<file path="src/rtl/cdb_arbiter.sv">
`default_nettype none
// ============================================================================
// Module   : cdb_arbiter
// Brief    : N-channel common-data-bus arbiter with a registered CDB broadcast
// Revision : 1.0
// ============================================================================
module cdb_arbiter #(
    parameter int N_CH    = 4,
    parameter int W_DATA  = 32,
    parameter int W_TAG   = 6,
    parameter int RR_MODE = 1,
    localparam int W_SRC  = (N_CH > 1) ? $clog2(N_CH) : 1
) (
    input  logic                     clk,
    input  logic                     reset,
    input  logic [N_CH-1:0]          ch_req,
    input  logic [N_CH*W_TAG-1:0]    ch_tag,
    input  logic [N_CH*W_DATA-1:0]   ch_data,
    input  logic [N_CH-1:0]          ch_branch,
    input  logic [N_CH-1:0]          ch_taken,
    output logic [N_CH-1:0]          ch_done,
    input  logic                     flush,
    output logic                     cdb_valid,
    output logic [W_TAG-1:0]         cdb_tag,
    output logic [W_DATA-1:0]        cdb_data,
    output logic                     cdb_branch,
    output logic                     cdb_taken,
    output logic [W_SRC-1:0]         cdb_src
);

    localparam logic [W_SRC:0] N_CH_W = (W_SRC+1)'(N_CH);

    logic [W_SRC-1:0]  ptr_q, ptr_d;
    logic              cdb_valid_q, cdb_valid_d;
    logic [W_TAG-1:0]  cdb_tag_q, cdb_tag_d;
    logic [W_DATA-1:0] cdb_data_q, cdb_data_d;
    logic              cdb_branch_q, cdb_branch_d;
    logic              cdb_taken_q, cdb_taken_d;
    logic [W_SRC-1:0]  cdb_src_q, cdb_src_d;

    logic [W_SRC-1:0]  start;
    logic [N_CH-1:0]   req_rot;
    logic [W_SRC:0]    off;
    logic [W_SRC:0]    sum;
    logic [W_SRC:0]    nxt;
    logic              grant_any;
    logic              grant_ok;
    logic [W_SRC-1:0]  grant_idx;

    // Rotate requests so bit 0 is the search start, pick the lowest set bit,
    // then map the offset back to an absolute channel index modulo N_CH.
    always_comb begin
        start     = (RR_MODE != 0) ? ptr_q : '0;
        req_rot   = N_CH'({ch_req, ch_req} >> start);
        grant_any = 1'b0;
        off       = '0;
        for (int j = N_CH - 1; j >= 0; j--) begin
            if (req_rot[j]) begin
                grant_any = 1'b1;
                off       = (W_SRC+1)'(j);
            end
        end
        sum = {1'b0, start} + off;
        if (sum >= N_CH_W) begin
            sum = sum - N_CH_W;
        end
        grant_idx = sum[W_SRC-1:0];
        grant_ok  = grant_any & ~flush & ~reset;
    end

    always_comb begin
        ch_done = '0;
        for (int k = 0; k < N_CH; k++) begin
            ch_done[k] = grant_ok && (grant_idx == W_SRC'(k));
        end
    end

    always_comb begin
        cdb_valid_d  = grant_ok;
        cdb_tag_d    = cdb_tag_q;
        cdb_data_d   = cdb_data_q;
        cdb_branch_d = cdb_branch_q;
        cdb_taken_d  = cdb_taken_q;
        cdb_src_d    = cdb_src_q;
        ptr_d        = ptr_q;
        for (int k = 0; k < N_CH; k++) begin
            if (ch_done[k]) begin
                cdb_tag_d    = ch_tag[k*W_TAG +: W_TAG];
                cdb_data_d   = ch_data[k*W_DATA +: W_DATA];
                cdb_branch_d = ch_branch[k];
                cdb_taken_d  = ch_taken[k] & ch_branch[k];
                cdb_src_d    = W_SRC'(k);
            end
        end
        // Explicit wrap keeps non-power-of-two channel counts in range.
        nxt = {1'b0, grant_idx} + 1'b1;
        if (nxt >= N_CH_W) begin
            nxt = '0;
        end
        if (grant_ok && (RR_MODE != 0)) begin
            ptr_d = nxt[W_SRC-1:0];
        end
    end

    always_ff @(posedge clk or posedge reset) begin
        if (reset) begin
            ptr_q        <= '0;
            cdb_valid_q  <= 1'b0;
            cdb_tag_q    <= '0;
            cdb_data_q   <= '0;
            cdb_branch_q <= 1'b0;
            cdb_taken_q  <= 1'b0;
            cdb_src_q    <= '0;
        end else begin
            ptr_q        <= ptr_d;
            cdb_valid_q  <= cdb_valid_d;
            cdb_tag_q    <= cdb_tag_d;
            cdb_data_q   <= cdb_data_d;
            cdb_branch_q <= cdb_branch_d;
            cdb_taken_q  <= cdb_taken_d;
            cdb_src_q    <= cdb_src_d;
        end
    end

    assign cdb_valid  = cdb_valid_q;
    assign cdb_tag    = cdb_tag_q;
    assign cdb_data   = cdb_data_q;
    assign cdb_branch = cdb_branch_q;
    assign cdb_taken  = cdb_taken_q;
    assign cdb_src    = cdb_src_q;

endmodule
`default_nettype wire

</file>
<file path="config.mk">
export PLATFORM = sky130hd
export DESIGN_NAME = cdb_arbiter
export DESIGN_NICKNAME = d
export VERILOG_FILES = /design/src/rtl/cdb_arbiter.sv
export SDC_FILE = /design/constraint.sdc
export NUM_CORES = 1
export LEC_CHECK = 0
export CORE_MARGIN = 5
export CORE_UTILIZATION = 37
export CTS_CLUSTER_DIAMETER = 60
export DETAILED_ROUTE_END_ITERATION = 7
export GPL_TIMING_DRIVEN = 1
export PLACE_DENSITY_LB_ADDON = 0.15
export RECOVER_POWER = 25
export SLEW_MARGIN = 10
export SYNTH_ARGS = -nofsm -noshare
export SYNTH_HDL_FRONTEND = slang
export SYNTH_SLANG_ARGS = --single-unit
</file>
<file path="constraint.sdc">
create_clock -name clk -period 3.4 [get_ports clk]
set_input_delay 0.34 -clock clk [delete_from_list [all_inputs] [get_ports clk]]
set_output_delay 0.34 -clock clk [all_outputs]
set_load 0.05 [all_outputs]
</file>
== Word level (Yosys, flattened, before mapping) ==
Index checks and enable logic that the tools add are counted.
Storage, ports and cells
  output and inout port bits: 47
  word-level logic and storage cells: 60
  flip-flop bits (word level): 45
Operators by class
  add/subtract/negate cells: 3
  bitwise operators: 8
  shift-type cells: 1
  reductions and logical operators: 6
  multiplexer cells: 30
  order comparisons: 2
  equal/unequal tests: 3
Operators with widths (number)
  2-to-1 mux 32 bit: 4
  2-to-1 mux 6 bit: 4
  2-to-1 mux 2 bit: 8
  2-to-1 mux 1 bit: 12
  right shift 8 x 2 -> 4 bit: 1
  AND 1 bit: 6
  >= comparator 3 bit, second input constant: 2
  2-to-1 mux 3 bit: 2
  equality test 2 bit, second input constant: 2
  logical AND 1 bit: 4
  nonzero test 4 bit: 1
  adder 2 x 1 -> 3 bit, second input constant: 1
  adder 2 x 3 -> 3 bit: 1
  equality test 2 x 1 -> 1 bit, second input constant: 1
  logical NOT 2 bit: 1
  NOT 1 bit: 2
  subtractor 2 x 1 -> 2 bit, second input constant: 1

== Logic depth before layout (Yosys ltp) ==
  depth in word-level cells: 14
  mapped depth: 14
  gate-level depth less buffers: 11

== Worst setup path before layout ==
OpenSTA, ideal clock, no wires.
  path type: register -> output
  start point: register ptr_q[0]
  end point: output port ch_done[3]
  required time: 3.060 ns
  arrival: 2.941 ns
  cell stages (with the launch flop): 11
  setup slack: 0.119 ns
  path through: dfrtp_1 -> clkbuf_1 -> or4_1 -> o2111ai_1 -> ha_1 -> xnor2_1 -> ha_1 -> clkbuf_1 -> clkbuf_1 -> clkbuf_1 -> and3_1
On the way
  cells in the longest elaborated chain, start to end: 10
  elaborated cells on any way between the ends: 17
  those cells by class: 2 x add/sub; 1 x order compare; 1 x eq/ne; 1 x shift; 9 x mux; 2 x bitwise; 1 x reduce/logical
RTL lines
  start: declaration: RTL line 33  | logic [W_SRC-1:0] ptr_q, ptr_d;
  start signal: assignment: RTL line 115  | ptr_q <= ptr_d;
  right shift 8 x 2 -> 4 bit: RTL line 54  | req_rot = N_CH'({ch_req, ch_req} >> start);
  2-to-1 mux 2 bit (2 in series): RTL line 58  | if (req_rot[j]) begin
  2-to-1 mux 3 bit (2 in series): RTL line 58
  adder 2 x 3 -> 3 bit: RTL line 63  | sum = {1'b0, start} + off;
  >= comparator 3 bit / subtractor 2 x 1 -> 2 bit (equally long branches): RTL line 64, 65
  2-to-1 mux 2 bit: RTL line 64  | if (sum >= N_CH_W) begin
  equality test 2 bit: RTL line 74  | ch_done[k] = grant_ok && (grant_idx == W_SRC'(k));
  logical AND 1 bit *: RTL line 74
  end: declaration: RTL line 21  | output logic [N_CH-1:0] ch_done,
Mark *: on every way between the ends. The rest lies on a longest branch, timed or not.

== Final worst setup path ==
  start point: input port ch_req[3]
  end point: output port ch_done[1]
On the way
  cells in the longest elaborated chain, start to end: 10
  elaborated cells on any way between the ends: 17
  those cells by class: 2 x add/sub; 1 x order compare; 1 x eq/ne; 1 x shift; 9 x mux; 2 x bitwise; 1 x reduce/logical
RTL lines
  start: declaration: RTL line 16  | input logic [N_CH-1:0] ch_req,
  right shift 8 x 2 -> 4 bit *: RTL line 54
  2-to-1 mux 2 bit (2 in series): RTL line 58
  2-to-1 mux 3 bit (2 in series): RTL line 58
  adder 2 x 3 -> 3 bit: RTL line 63
  >= comparator 3 bit / subtractor 2 x 1 -> 2 bit (equally long branches): RTL line 64, 65
  2-to-1 mux 2 bit: RTL line 64
  equality test 2 x 1 -> 1 bit: RTL line 74
  logical AND 1 bit *: RTL line 74
Marked as above.

==> flow_summary.toml <==
[status]
status = "finished with violations"
violations = "max-capacitance violations, max-slew violations"

[timing]
setup_viol = 0
fmax_ghz = 0.326
worstMarginPinSlew_ns = 1.81
grt_setup_unrepaired = "false"
timing.slew.headroom = -0.211
final_hold_viol_count = 0
fin_crit_ns = 3.06
skew_ns = 0.0120
finalCritPeriodShare = 0.901
setup_tns_ns = 0
drv_slew = 46

[cts]
cts-root-buf = "clkbuf_8"
cts_tree = "built"
cts_buffers = 5
cts_hold_buffers = 0
postCtsSetupRepairBufs = 0
h-tree-depth = 2
cts_buffer_depth = 2
cts.clk_slew.worst_paths_ns = 0.09
numClockSinks = 45
clkLatencyLatePin_ns = 0.30
post_cts_resized = 0

[finish]
final_common_cell = "clkdlybuf4s50_1"
syn2layout_area_growth_pct = 69.8
drive_above_1_share = 0.0482
final_cells = 710
register_area_um2 = 1130
multi_input_area_um2 = 1700
final_cell_mix = "208 x clkdlybuf4s50_1, 116 x a21oi_1, 45 x nor2_1, 45 x dfrtp_1, 43 x inv_1"
num_antenna_cells = 0
layout.nets = 775
fillCellCount = 781

[routing]
via_per_inst = 5.65
wl_um = 13100
drt-initial-drc-count = 186
wl_per_cell_um = 18.5
via_count = 4010
remaining_drc_errors = 0
ant_nets = 0
first_pass_iters = 5

[die]
rows = 34
num_io_pins = 214
initial_core_util = 0.375
die_x_um = 103
die_area_um2 = 10700
die_h_um = 103
core_region_area_um2 = 8640

[setup_path]
r2r_end = "cdb_tag[5]"
rrSetupSlack_ns = 0.47
path_max_fanout = 9
endpoint_kind = "output port"
crit_type = "in -> out"
worst_ep_arrival_time_ns = 2.72
cp-start-kind = "input pin"
cp.required_ns = 3.06
worstReg2RegStart = "ptr_q[0]"
r2r_cells = 9

[grt]
grt_max_degree = 48
use_met3 = 0.0550
met1_usage = 0.286
grt_util_met2 = 0.409
busiest_layer = "met2"
grt_overflow = 0
grt_pass1_wl_um = 20100
track_usage = 0.239
grt_antenna_before_repair = 0
grt_pass1_vias = 4155

[synth]
synthDistinctLibCells = 33
synth_seq_cells = 45
yosysSeqAreaShare = 0.348
synth.avg_cell_area_um2 = 7.74
ys_warn_count = 0
syn_inst = 418
synth_fp_nets = 590
syn_area_um2 = 3230

[power]
power.density_nw_per_um2 = 1050
p_leak_nw = 2.23
ir_drop_v = 0.000630

[hold_path]
worstHoldPathType = "reg -> reg"
min_path_cells = 2
hold_start = "cdb_src[1]"
holdPathEnd = "cdb_src[1]"

[placed_design]
post-place-cells = 704
portBuffers = 213
dp_hpwl_um = 9340
place_congestion = 0.893

[job]
cap_violations = 1
## kinds of logic after synthesis
family | synth area share
mux | 0.0124
compound gates | 0.325
flops | 0.348
xor+xnor | 0.00542
buf+inv | 0.129
fa+ha+maj | 0.0193
simple gates | 0.161
## worst max-delay path by stage
stage / start / endpoint / slack (ns)
6_report: ch_req[3] / ch_done[1] / 0.34
5_1_grt: ch_req[3] / ch_done[1] / 0.11
4_1_cts: ch_req[3] / ch_done[1] / 0.33
3_5_place_dp: ch_req[3] / cdb_tag[5] / 0.04
3_3_place_gp: ch_req[2] / cdb_branch / 0.20
2_1_floorplan: ptr_q[0] / ch_done[3] / 0.12
## synth_stat cells (all sizes together)
master,number,share of area
buf,21,0.048
mux2i,4,0.012
nand2,9,0.013
o2111ai,1,0.0027
inv,44,0.051
o22ai,1,0.0019
and3b,1,0.0027
xnor2,1,0.0027
nand4,37,0.072
clkbuf,26,0.030
a22o,1,0.0027
nor3b,1,0.0023
xor2,1,0.0027
and3,3,0.0058
ha,5,0.019
o21ai,7,0.011
dfrtp,45,0.35
nor3,4,0.0062
o211ai,1,0.0023
a21oi,116,0.18
a31oi,1,0.0019
a2bb2oi,1,0.0027
or4,2,0.0058
a41oi,2,0.0054
nor2,46,0.054
a221o,37,0.11
## metrics by stage
stage,total power (W),hold slack (ns),setup slack [ns],utilization,area [um^2]
3_5_place_dp,0.00549,0.456,0.0435,0.627,5420
6_report,0.00578,0.492,0.335,0.636,5490
2_1_floorplan,0.00403,0.541,0.119,-,3230
3_3_place_gp,0.00541,0.451,0.201,0.627,5420
4_1_cts,0.00582,0.488,0.332,0.636,5490
5_1_grt,0.00624,0.538,0.112,0.636,5490
## area by class of cell
cell class	instances	area share
multi-input combinational	282	0.310
tap	108	0.0246
sequential	45	0.205
clock inverter	1	0.000911
timing repair buffer	225	0.416
inverter	44	0.0301
clock buffer	5	0.0125
## sequential cells by signal, summed over array words and instances, names as in the netlist
name / count
cdb_branch: 1
cdb_data: 32
cdb_src: 2
cdb_tag: 6
cdb_taken: 1
cdb_valid: 1
ptr_q: 2
## critical path, stage by stage
cell and delay, ns:
clkdlybuf4s50_1 0.60, nor2_1 0.08, or4_1 0.40, o2111ai_1 0.09, ha_1 0.23, xor2_1 0.22, ha_2 0.22, inv_1 0.15
nor2_1 0.23, buf_12 0.17
## report_power, final
| group | switching [W] | internal [W] | leakage (nW) |
|---|---|---|---|
| logic | 0.00272 | 0.00179 | 1.68 |
| registers | 0.000160 | 0.000799 | 0.510 |
| clock network | 0.000182 | 0.000136 | 0.0399 |
| total | 0.00306 | 0.00272 | 2.23 |
## metal layers
metal,share of wire,up-vias
li1,-,1881
met1,0.39,1891
met2,0.48,209
met3,0.096,29
met4,0.031,0
met5,0,-
Power figures use the tool's default switching activity.
